**config.mk**
```make
export PLATFORM = sky130hd
export DESIGN_NAME = spi_master_dds
export DESIGN_NICKNAME = d
export VERILOG_FILES = /design/src/rtl/spi_dds_pkg.sv /design/src/rtl/spi_master_dds_clk_div.sv /design/src/rtl/spi_master_dds.sv
export SDC_FILE = /design/constraint.sdc
export NUM_CORES = 1
export LEC_CHECK = 0
export BUFFER_PORTS_ARGS = -buffer_cell sky130_fd_sc_hd__buf_2
export CAP_MARGIN = 20
export CORE_ASPECT_RATIO = 1.4
export CORE_MARGIN = 3
export CORE_UTILIZATION = 49
export DETAILED_ROUTE_END_ITERATION = 10
export GPL_TIMING_DRIVEN = 0
export HOLD_SLACK_MARGIN = 0.03
export PLACE_DENSITY = 0.74
export SLEW_MARGIN = 10
export SYNTH_ARGS = -nofsm -noshare
export SYNTH_HDL_FRONTEND = slang
export SYNTH_HIERARCHICAL = 1
export SYNTH_SLANG_ARGS = --single-unit
```
**constraint.sdc**
```tcl
create_clock -name clk -period 1.5 [get_ports clk]
set_input_delay 0.075 -clock clk [delete_from_list [all_inputs] [get_ports clk]]
set_output_delay 0.075 -clock clk [all_outputs]
set_load 0.02 [all_outputs]
```
**src/rtl/spi_dds_pkg.sv**
```systemverilog
// Shared types and elaboration helpers for the DDS SPI master.
package spi_dds_pkg;

  typedef enum logic [1:0] {
    ST_IDLE   = 2'd0,
    ST_SHIFT  = 2'd1,
    ST_UPDATE = 2'd2
  } state_t;

  // SCLK edge positions inside one CLK_DIV_EVEN period
  function automatic int quarter(input int div);
    return div / 4;
  endfunction

  function automatic int three_qtrs(input int div);
    return (3 * div) / 4;
  endfunction

  function automatic int cs_w(input int n);
    return (n > 1) ? $clog2(n) : 1;
  endfunction

endpackage

```
**src/rtl/spi_master_dds_clk_div.sv**
```systemverilog
// Bit-rate tick generator and mode-0 SCLK; SCLK is held low whenever no chip select is active.
module spi_clk_div
  import spi_dds_pkg::*;
#(
  parameter int CLK_DIV_EVEN = 8
) (
  input  logic clk,
  input  logic n_rst,
  input  logic i_cs_active,
  output logic o_ena,
  output logic o_sclk
);

  localparam int CNT_W = $clog2(CLK_DIV_EVEN);

  logic [CNT_W-1:0] r_cnt;
  logic             r_sclk;
  logic             w_tgl;

  assign o_ena  = (r_cnt == CNT_W'(CLK_DIV_EVEN - 1));
  assign w_tgl  = (r_cnt == CNT_W'(quarter(CLK_DIV_EVEN))) ||
                  (r_cnt == CNT_W'(three_qtrs(CLK_DIV_EVEN)));
  assign o_sclk = r_sclk;

  always_ff @(posedge clk or negedge n_rst) begin
    if (!n_rst) begin
      r_cnt  <= '0;
      r_sclk <= 1'b0;
    end else begin
      r_cnt <= o_ena ? '0 : r_cnt + CNT_W'(1);
      if (!i_cs_active)
        r_sclk <= 1'b0;
      else if (w_tgl)
        r_sclk <= ~r_sclk;
    end
  end

endmodule

```
**src/rtl/spi_master_dds.sv**
```systemverilog
// SPI master for DDS/serial-register devices: FIFO-fed frames, read-phase MOSI release, io_update.
// Build option: SPI_IO_UPDATE_EN adds the UPDATE state and the io_update strobe after write frames.
//
//  state     | meaning
//  ST_IDLE   | no frame; waits for a command word
//  ST_SHIFT  | shifting a word out, seamless reload at word boundary
//  ST_UPDATE | one ena period of io_update after a write frame
module spi_master_dds
  import spi_dds_pkg::*;
#(
  parameter int CLK_DIV_EVEN = 8,
  parameter int DATA_W       = 8,
  parameter int N_CS         = 1,
  parameter int HZ_BITS      = 8
) (
  input  logic                    clk,
  input  logic                    n_rst,
  input  logic                    i_have_data,
  input  logic [DATA_W-1:0]       i_data,
  input  logic [cs_w(N_CS)-1:0]   i_cs_sel,
  output logic                    o_rdreq,
  output logic [DATA_W-1:0]       o_miso_reg,
  output logic                    o_wrreq,
  output logic                    o_busy,
  output logic                    o_sclk,
  output logic [N_CS-1:0]         o_n_cs,
  output logic                    o_mosi,
  input  logic                    i_miso,
  output logic                    o_io_update,
  output logic                    o_high_z
);

  localparam int CSW   = cs_w(N_CS);
  localparam int BIT_W = $clog2(DATA_W);

  state_t            r_state;
  logic [DATA_W-1:0] r_shift;
  logic [DATA_W-1:0] r_miso;
  logic [BIT_W-1:0]  r_cnt_bit;
  logic [7:0]        r_bits;
  logic              r_read;
  logic              r_rdreq;
  logic              r_wrreq;
  logic [N_CS-1:0]   r_n_cs;
  logic              w_ena;
  logic              w_sclk;
  logic              w_cs_active;
  logic              w_last;

  assign w_cs_active = ~&r_n_cs;
  assign w_last      = (r_cnt_bit == BIT_W'(DATA_W - 1));

  spi_clk_div #(.CLK_DIV_EVEN(CLK_DIV_EVEN)) u_clk_div (
    .clk         (clk),
    .n_rst       (n_rst),
    .i_cs_active (w_cs_active),
    .o_ena       (w_ena),
    .o_sclk      (w_sclk)
  );

  always_ff @(posedge clk or negedge n_rst) begin
    if (!n_rst) begin
      r_state   <= ST_IDLE;
      r_shift   <= '0;
      r_miso    <= '0;
      r_cnt_bit <= '0;
      r_bits    <= '0;
      r_read    <= 1'b0;
      r_rdreq   <= 1'b0;
      r_wrreq   <= 1'b0;
      r_n_cs    <= '1;
    end else begin
      r_rdreq <= 1'b0;
      r_wrreq <= 1'b0;
      if (w_ena) begin
        r_miso <= {r_miso[DATA_W-2:0], i_miso};
        case (r_state)
          ST_IDLE: begin
            if (i_have_data) begin
              r_shift   <= i_data;
              r_cnt_bit <= '0;
              r_bits    <= '0;
              r_rdreq   <= 1'b1;
              r_read    <= i_data[DATA_W-1];
              // an out-of-range select matches no line, so the frame runs with every n_cs high
              for (int i = 0; i < N_CS; i++)
                r_n_cs[i] <= (CSW'(i) != i_cs_sel);
              r_state   <= ST_SHIFT;
            end
          end
          ST_SHIFT: begin
            if (r_bits != 8'hFF)
              r_bits <= r_bits + 8'd1;
            if (w_last) begin
              r_wrreq <= 1'b1;
              if (i_have_data) begin
                r_shift   <= i_data;
                r_cnt_bit <= '0;
                r_rdreq   <= 1'b1;
              end else begin
                r_n_cs <= '1;
                r_read <= 1'b0;
                r_bits <= '0;
                r_shift <= '0;
`ifdef SPI_IO_UPDATE_EN
                r_state <= r_read ? ST_IDLE : ST_UPDATE;
`else
                r_state <= ST_IDLE;
`endif
              end
            end else begin
              r_shift   <= {r_shift[DATA_W-2:0], 1'b0};
              r_cnt_bit <= r_cnt_bit + BIT_W'(1);
            end
          end
`ifdef SPI_IO_UPDATE_EN
          ST_UPDATE: r_state <= ST_IDLE;
`endif
          default: r_state <= ST_IDLE;
        endcase
      end
    end
  end

`ifdef SPI_IO_UPDATE_EN
  logic r_io_update;

  always_ff @(posedge clk or negedge n_rst) begin
    if (!n_rst)
      r_io_update <= 1'b0;
    else if (w_ena)
      r_io_update <= (r_state == ST_UPDATE);
  end

  assign o_io_update = r_io_update;
`else
  assign o_io_update = 1'b0;
`endif

  assign o_rdreq    = r_rdreq;
  assign o_wrreq    = r_wrreq;
  assign o_miso_reg = r_miso;
  assign o_busy     = (r_state != ST_IDLE);
  assign o_sclk     = w_sclk;
  assign o_n_cs     = r_n_cs;
  assign o_mosi     = r_shift[DATA_W-1];
  assign o_high_z   = r_read && (r_bits >= 8'(HZ_BITS));

endmodule
```
# Word-level counts from Yosys, hierarchy flattened
# Cells that the tools add are included.
[totals]
reg_bits = 37
in_bits = 13
out_inout_bits = 16
elab_cells = 69
[classes]
add_sub_neg = 3
order_cmp = 1
eq_ne = 9
n_mux = 34
bitwise_logic = 1
n_reduce_logical = 10
[ops]
columns = ["op", "count"]
rows = [
  ["8-bit 2-to-1 mux", 7],
  ["8-bit one-hot mux with 2 select lines", 2],
  ["1-bit 2-to-1 mux", 14],
  ["3-bit equality test (second input constant)", 3],
  ["3-bit 2-to-1 mux", 3],
  ["8-bit by 1-bit adder with 8-bit output (second input constant)", 1],
  ["8-bit by 4-bit >= comparator with 1-bit output (second input constant)", 1],
  ["8-bit inequality test (second input constant)", 1],
  ["3-bit by 1-bit adder with 3-bit output (second input constant)", 2],
  ["2-bit 2-to-1 mux", 3],
  ["2-bit inequality test (second input constant)", 3],
  ["1-bit one-hot mux with 2 select lines", 3],
  ["3-bit one-hot mux with 2 select lines", 1],
  ["2-bit nonzero test", 3],
  ["5-bit AND reduction", 1],
  ["2-bit one-hot mux with 2 select lines", 1],
  ["4-bit AND reduction", 1],
  ["3-bit by 2-bit equality test with 1-bit output (second input constant)", 1],
  ["3-bit AND reduction", 1],
  ["2-bit by 1-bit equality test with 1-bit output (second input constant)", 1],
  ["2-bit zero test", 1],
  ["2-bit AND reduction", 1],
  ["1-bit logical AND", 1],
  ["1-bit logical OR", 1],
  ["1-bit inverter", 1],
]

# Longest topological paths before layout
# Gate-level depths: netlist of run 1.
[logic_depth]
ltp_word = 5
ltp_mapped = 7
depth_no_buf = 6

# By module
# Netlist of run 1, hierarchy kept.
[by_module_without_submodules]
columns = ["mod", "n_inst", "cells_per_inst", "area_per_inst_um2", "seq_area_each_um2"]
rows = [
  ["spi_master_dds", 1, 149, 1519.0, 802.0],
  ["spi_clk_div", 1, 12, 163.9, 100.1],
]

# Least setup slack after synthesis of run 1
# Ideal clock, no wire load.
[synth_timing]
path_kind = "reg2reg"
from = "reg u_clk_div.r_cnt[0]"
to = "reg r_bits[4]"
setup_time_ns = 0.131
arrival_ns = 1.464
required_ns = 1.369
slack_ns = -0.095
stages_incl_launch_ff = 8
n_path_buf = 1
cell_sequence = "dfrtp_1 -> ha_1 -> ha_1 -> o21ai_1 -> clkbuf_1 -> nor3_1 -> xnor2_1 -> nor2_1"
[synth_between]
elab_chain_cells = 2
[synth_lines]
columns = ["element", "line_no", "text"]
rows = [
  ["start: declaration", "spi_master_dds_clk_div.sv:16", "logic [CNT_W-1:0] r_cnt;"],
  ["start signal: assignment", "spi_master_dds_clk_div.sv:30", "r_cnt <= o_ena ? '0 : r_cnt + CNT_W'(1);"],
  ["3-bit equality test", "spi_master_dds_clk_div.sv:20", "assign o_ena = (r_cnt == CNT_W'(CLK_DIV_EVEN - 1));"],
  ["net w_ena", "spi_master_dds.sv:45", "logic w_ena;"],
  ["3-bit AND reduction (no source line)", "n/a", ""],
  ["end signal: assignment", "spi_master_dds.sv:93", "r_bits <= r_bits + 8'd1;"],
  ["end: declaration", "spi_master_dds.sv:40", "logic [7:0] r_bits;"],
]
# The timed path passes the listed nets, and every way through them passes these cells.
# A chain may end at the register's enable or synchronous reset.

# Final worst setup path of run 1
[layout_timing]
from = "reg u_clk_div.r_cnt[1]"
to = "reg r_bits[5]"
# The elaborated chain is that of the path after synthesis.

==> results.toml, run 1 <==
[status]
status = "finished with violations"
violations = "setup timing"

[timing]
relSlewSlack = 0.4722
rsz0062_at_grt = "yes"
finalClockSkew_ns = 0.01504
maxClockFrequency_mhz = 654.6
setup_slack_ns = -0.02772
hold_violations = 0
fin_crit_sh = 1.018
finalSetupViolCount = 2
finalMaxSlewViolations = 0
tns_ns = -0.03149
tightestPinTransition_ns = 0.7917
layout_min_cycle_time_ns = 1.528

[clock_network]
cts_num_sinks = 36
clk_latency_ns = 0.29
numCtsBuffers = 5
cts_max_level = 2
path_clk_slew_ns = 0.08
cts-root-buf = "clkbuf_8"
clockBufferDepth = 2
cts_tree = "built"

[detailed_routing]
vias = 1423
routed-wl-met3_um = 239
wl_um = 3974
route.top_layer_used = "met4"
routed_wire_length_per_instance_um = 16.29
wl_met2_um = 2096
viasPerCell = 5.832
drt_iter0_markers = 43
drcViolationCount = 0
dr.pass1.iters = 4
drtAntennaViolNets = 0
m1WireLength_um = 1517

[layout]
diodes = 0
fin_util = 0.6978
nets = 224
final_common_cell = "dfrtp_1"
multiInputGateArea_sq_um = 898.4
regArea_sq_um = 902.1
final_cell_mix = "35 x dfrtp_1, 27 x buf_2, 22 x nor2_1, 12 x nand2_1"
n_fill_cell = 239
final_area_sq_um = 2242
syn_to_final_growth_pct = 33.23
instances_no_fill = 244
layout-drive-gt1-share = 0.4244

[place]
io_buffer_count = 27
place_area_sq_um = 1884
place_hpwl_um = 2470
routabilityCongestion = 0.7970
place_inst = 227

[worst_setup_path]
slowest_stage = "or4_4"
crit_path_max_incr_delay_ns = 0.42
rr_worst_depth = 6
path_buf_inv = 0
path_delay_family = "simple AND/OR/NAND/NOR gates"
worstPathArrival_ns = 1.76
worstPathRequired_ns = 1.73
r2r_start = "u_clk_div/r_cnt[1]"
critical_path_class = "flop to flop"
critPathMaxFanout = 6
cp.depth = 6
cp_common_cell = "ha_4"
crit_start = "u_clk_div/r_cnt[1]"
cp_cell_sequence = "ha_4, ha_4, o21a_4, o21ai_4, or4_4, a21oi_2"
cp-start-kind = "flop"
end_kind = "flop"

[die]
io_pins = 29
die_height_um = 75.34
die_area_sq_um = 4184
dieWidth_um = 55.53
core_sq_um = 3213
initial_core_util = 0.5238
row_count = 24

[synthesis]
synth_top_family_by_area = "simple AND/OR/NAND/NOR gates"
synthAdderAreaFrac = 0.05204
syn_area_per_cell_sq_um = 10.45
synthSimpleGateAreaFrac = 0.1688
yosysUniqueCellTypes = 41
ys_warn_count = 6
synth_area_sq_um = 1683
synthXorXnorAreaFrac = 0.01561
yosys_most_used_dff = "dfrtp_1"
synth_seq_cells = 36
synth.top_cell.area_share = 0.5204
yosys.area.top_type = "dfrtp_1"
synth_nets = 181
synth_mux_area_frac = 0.05948
synth_area_leaders = "dfrtp_1 52%, mux2_2 5.4%, ha_1 5.2%, nor2_1 5.1%, a221oi_1 3.6%"
async_flop_share = 1.000
synth_edf_count = 0
yosysSeqAreaShare = 0.5361
synthCells = 161
synth_compound_area_frac = 0.1294

[global_routing]
grt_pass1_vias = 1336
grt_max_degree = 37
antenna_found_initial = 0
grt_overflow = 0
grt_usage = 0.1827
grt_pass1_wl_um = 5968

[min_path]
min_path_cells = 3
hp-class = "input port to flop"
hp-start = "i_data[2]"

[power]
vdd_drop_max_uv = 833.9
powerDensity_nw_per_um2 = 785.4
power_w = 0.001761
p_leak_nw = 1.056

[run]
cap_viol_max_count = 0
-- synth_stat cells, types with 3 or more instances --
cell type	instances
dfrtp_1	35
nor2_1	23
nand2_1	15
mux2_2	8
a221oi_1	7
ha_1	7
inv_1	7
clkbuf_1	6
nand3_1	5
o21ai_0	5
nor3_1	4
a21oi_1	3
o21a_1	3
-- final timing paths --
kind                                end  slack [ns]
setup / recovery              r_bits[5]       -0.03
hold / removal               r_shift[2]        0.04
setup reg to reg              r_bits[5]       -0.03
hold reg to reg            r_cnt_bit[0]        0.52
max in group asynchronous       o_wrreq        0.59
min in group asynchronous     r_bits[6]        0.39
-- area by class of cell --
type | count | share of cell area
Sequential cell | 36 | 0.4023
Multi-Input combinational cell | 110 | 0.4007
Timing Repair Buffer | 36 | 0.09263
Clock buffer | 5 | 0.03069
Buffer | 8 | 0.02958
Tap cell | 39 | 0.02176
Inverter | 7 | 0.01172
Clock inverter | 3 | 0.01060
-- metrics by stage --
stage / hold WS [ns] / worst slack (ns)
floorplan: -0.2206 / 0.01709
global placement: 0.1879 / -0.1590
detailed placement: 0.1997 / -0.2152
CTS: 0.03268 / -0.06328
global route: 0.05068 / -0.08593
finish: 0.04210 / -0.02772
-- power by group --
group	internal [W]	total, W	switching (W)
clock network	0.000328	0.000689	0.000361
logic	0.0000317	0.0000881	0.0000564
registers	0.000978	0.000984	0.00000549
-- worst reg2reg max path, delay by kind of cell (launching register included) --
family,cells,cell delay (ns)
DFF,1,0.39
AOI/OAI and AO/OA,3,0.34
adders and majority gates,2,0.32
and+or+nand+nor,1,0.42
-- per-layer routing --
layer  vias up  global-route usage
met5         -                   0
met4         0             0.06486
met3        19             0.03729
met2        59              0.3395
met1       696              0.2108
li1        649                   -
-- kinds of logic after synthesis --
group / Yosys count
compound gates: 30
other cells: 1
buf+inv: 15
xor+xnor: 3
mux: 9
flops: 36
fa+ha+maj: 7
simple gates: 60
-- what timing repair did --
item	in CTS	in global routing
hold buffers	2	0
resized for setup	20	28
pin swaps	0	4
hold endpoints to repair	36	0
setup buffers	3	4
setup endpoints to repair	24	24
No activity file was read; power rests on OpenSTA's default activity.
==> run 2: changes to the inputs <==
--- a/config.mk
+++ b/config.mk
@@ -14,6 +14,7 @@
 export GPL_TIMING_DRIVEN = 0
 export HOLD_SLACK_MARGIN = 0.03
 export PLACE_DENSITY = 0.74
+export SKIP_CTS_REPAIR_TIMING = 1
 export SLEW_MARGIN = 10
 export SYNTH_ARGS = -nofsm -noshare
 export SYNTH_HDL_FRONTEND = slang
==> run 2 against run 1 <==
  * The flow still finishes with violations (setup timing)
  * Critical path type unchanged
  * Die area unchanged
  * Sequential power barely moved
  * Clock skew decreased by 0.0048 ns
  * Combinational power shrank 2%
  * Non-clock buffer count shrank 3
  * Global-route usage down 1.2 points
  * First-iteration DRC count increased by 21%
==> results.toml, run 2 (same netlist as run 1, synthesis figures left out) <==
[clock_network]
cts-root-buf = "clkbuf_8"
cts_max_level = 2
path_clk_slew_ns = 0.08
numCtsBuffers = 5
cts_num_sinks = 36
cts_tree = "built"
clockBufferDepth = 2
clk_latency_ns = 0.29

[global_routing]
antenna_found_initial = 0
grt_overflow = 0
grt_usage = 0.1708
grt_max_degree = 37
grt_pass1_wl_um = 5616
grt_pass1_vias = 1301

[worst_setup_path]
rr_endpoint = "r_bits[5]"
end_kind = "flop"
worstPathRequired_ns = 1.73
crit_start = "u_clk_div/r_cnt[0]"
endpoint = "r_bits[5]"
rr_worst_depth = 6
critical_path_class = "flop to flop"
r2r_start = "u_clk_div/r_cnt[0]"
worstPathArrival_ns = 1.82
critPathMaxFanout = 7
cp-start-kind = "flop"
r2r_setup_slack_ns = -0.09

[place]
place_hpwl_um = 2470
io_buffer_count = 27
routabilityCongestion = 0.7970
place_area_sq_um = 1884

[layout]
n_fill_cell = 255
final_common_cell = "dfrtp_1"
final_area_sq_um = 2158
syn_to_final_growth_pct = 28.25
final_cell_mix = "35 x dfrtp_1, 29 x buf_2, 22 x nor2_1, 13 x nand2_1, 8 x mux2_2"
diodes = 0
nets = 221
layout-drive-gt1-share = 0.3614

[timing]
layout_min_cycle_time_ns = 1.590
relSlewSlack = 0.4668
fin_crit_sh = 1.060
whs_ns = 0.03842
hold_violations = 0
finalMaxSlewViolations = 0
rsz0062_at_grt = "yes"
setup_slack_ns = -0.09019
finalClockSkew_ns = 0.01021
tightestPinTransition_ns = 0.7998
finalSetupViolCount = 7
maxClockFrequency_mhz = 628.9

[detailed_routing]
vias = 1354
dr.pass1.iters = 4
drt_iter0_markers = 52
routed_wire_length_per_instance_um = 15.67
drcViolationCount = 0
wl_um = 3776
drtAntennaViolNets = 0
viasPerCell = 5.618

[die]
initial_core_util = 0.5238
dieWidth_um = 55.53
die_area_sq_um = 4184
die_height_um = 75.34
core_sq_um = 3213
row_count = 24
io_pins = 29

[power]
p_leak_nw = 1.032
vdd_drop_max_uv = 831.4
powerDensity_nw_per_um2 = 812.6

[min_path]
hp-class = "input port to flop"

[status]
status = "finished with violations"
violations = "setup timing"

[run]
cap_viol_max_count = 0
## run 2: critical path: stages (launching register included)
cell and delay, ns:
dfrtp_1 0.37, ha_2 0.20, ha_4 0.16, o21a_1 0.15, o21ai_2 0.10, or4_4 0.42
a21oi_2 0.12
## run 2: per-stage QoR
step,total power [W],setup slack (ns),utilization,cells,setup TNS (ns)
final,0.001754,-0.09019,0.6717,241,-0.3242
after floorplan,0.001032,0.01709,-,161,0
after global routing,0.001817,-0.1661,0.6717,241,-1.895
after CTS,0.001766,-0.2125,0.6153,235,-3.172
after global placement,0.001078,-0.1590,0.5864,227,-2.010
after detailed placement,0.001080,-0.2152,0.5864,227,-3.017
## run 2: area by class of cell
class                   instances  area, sq um  share of cell area
inverters                       7        26.28             0.01217
plain buffers                   8        55.05             0.02551
clock inverters                 3        23.77             0.01101
flip-flops and latches         36        902.1              0.4180
clock buffers                   5        68.82             0.03188
multi-input cells             110        835.8              0.3872
well taps                      39        48.80             0.02261
repair buffers                 33        197.7             0.09159
## run 2: layer usage
| layer | part of all wire | global-route usage | wire length (um) |
|---|---|---|---|
| met1 | 0.41 | 0.2119 | 1559 |
| met4 | 0.020 | 0.07568 | 74 |
| met5 | 0 | 0 | 0 |
| met3 | 0.045 | 0.03729 | 170 |
| met2 | 0.52 | 0.2908 | 1972 |
## run 2: power breakdown
group	total, W	internal, W	switching [W]	leakage, nW
combinational	0.0000865	0.0000314	0.0000551	0.558
sequential	0.000984	0.000978	0.00000560	0.434
clock	0.000683	0.000328	0.000355	0.0404
total	0.00175	0.00134	0.000416	1.03
## run 2: how the worst min path moves through the flow
stage,start,end,slack (ns),cells past startpoint
floorplan,n_rst,o_miso_reg[0],-0.22,0
global placement,n_rst,r_bits[2],0.19,1
detailed placement,n_rst,r_bits[3],0.20,1
CTS,n_rst,r_bits[3],-0.12,1
global route,i_data[2],r_shift[2],0.05,3
finish,i_data[2],r_shift[2],0.04,3
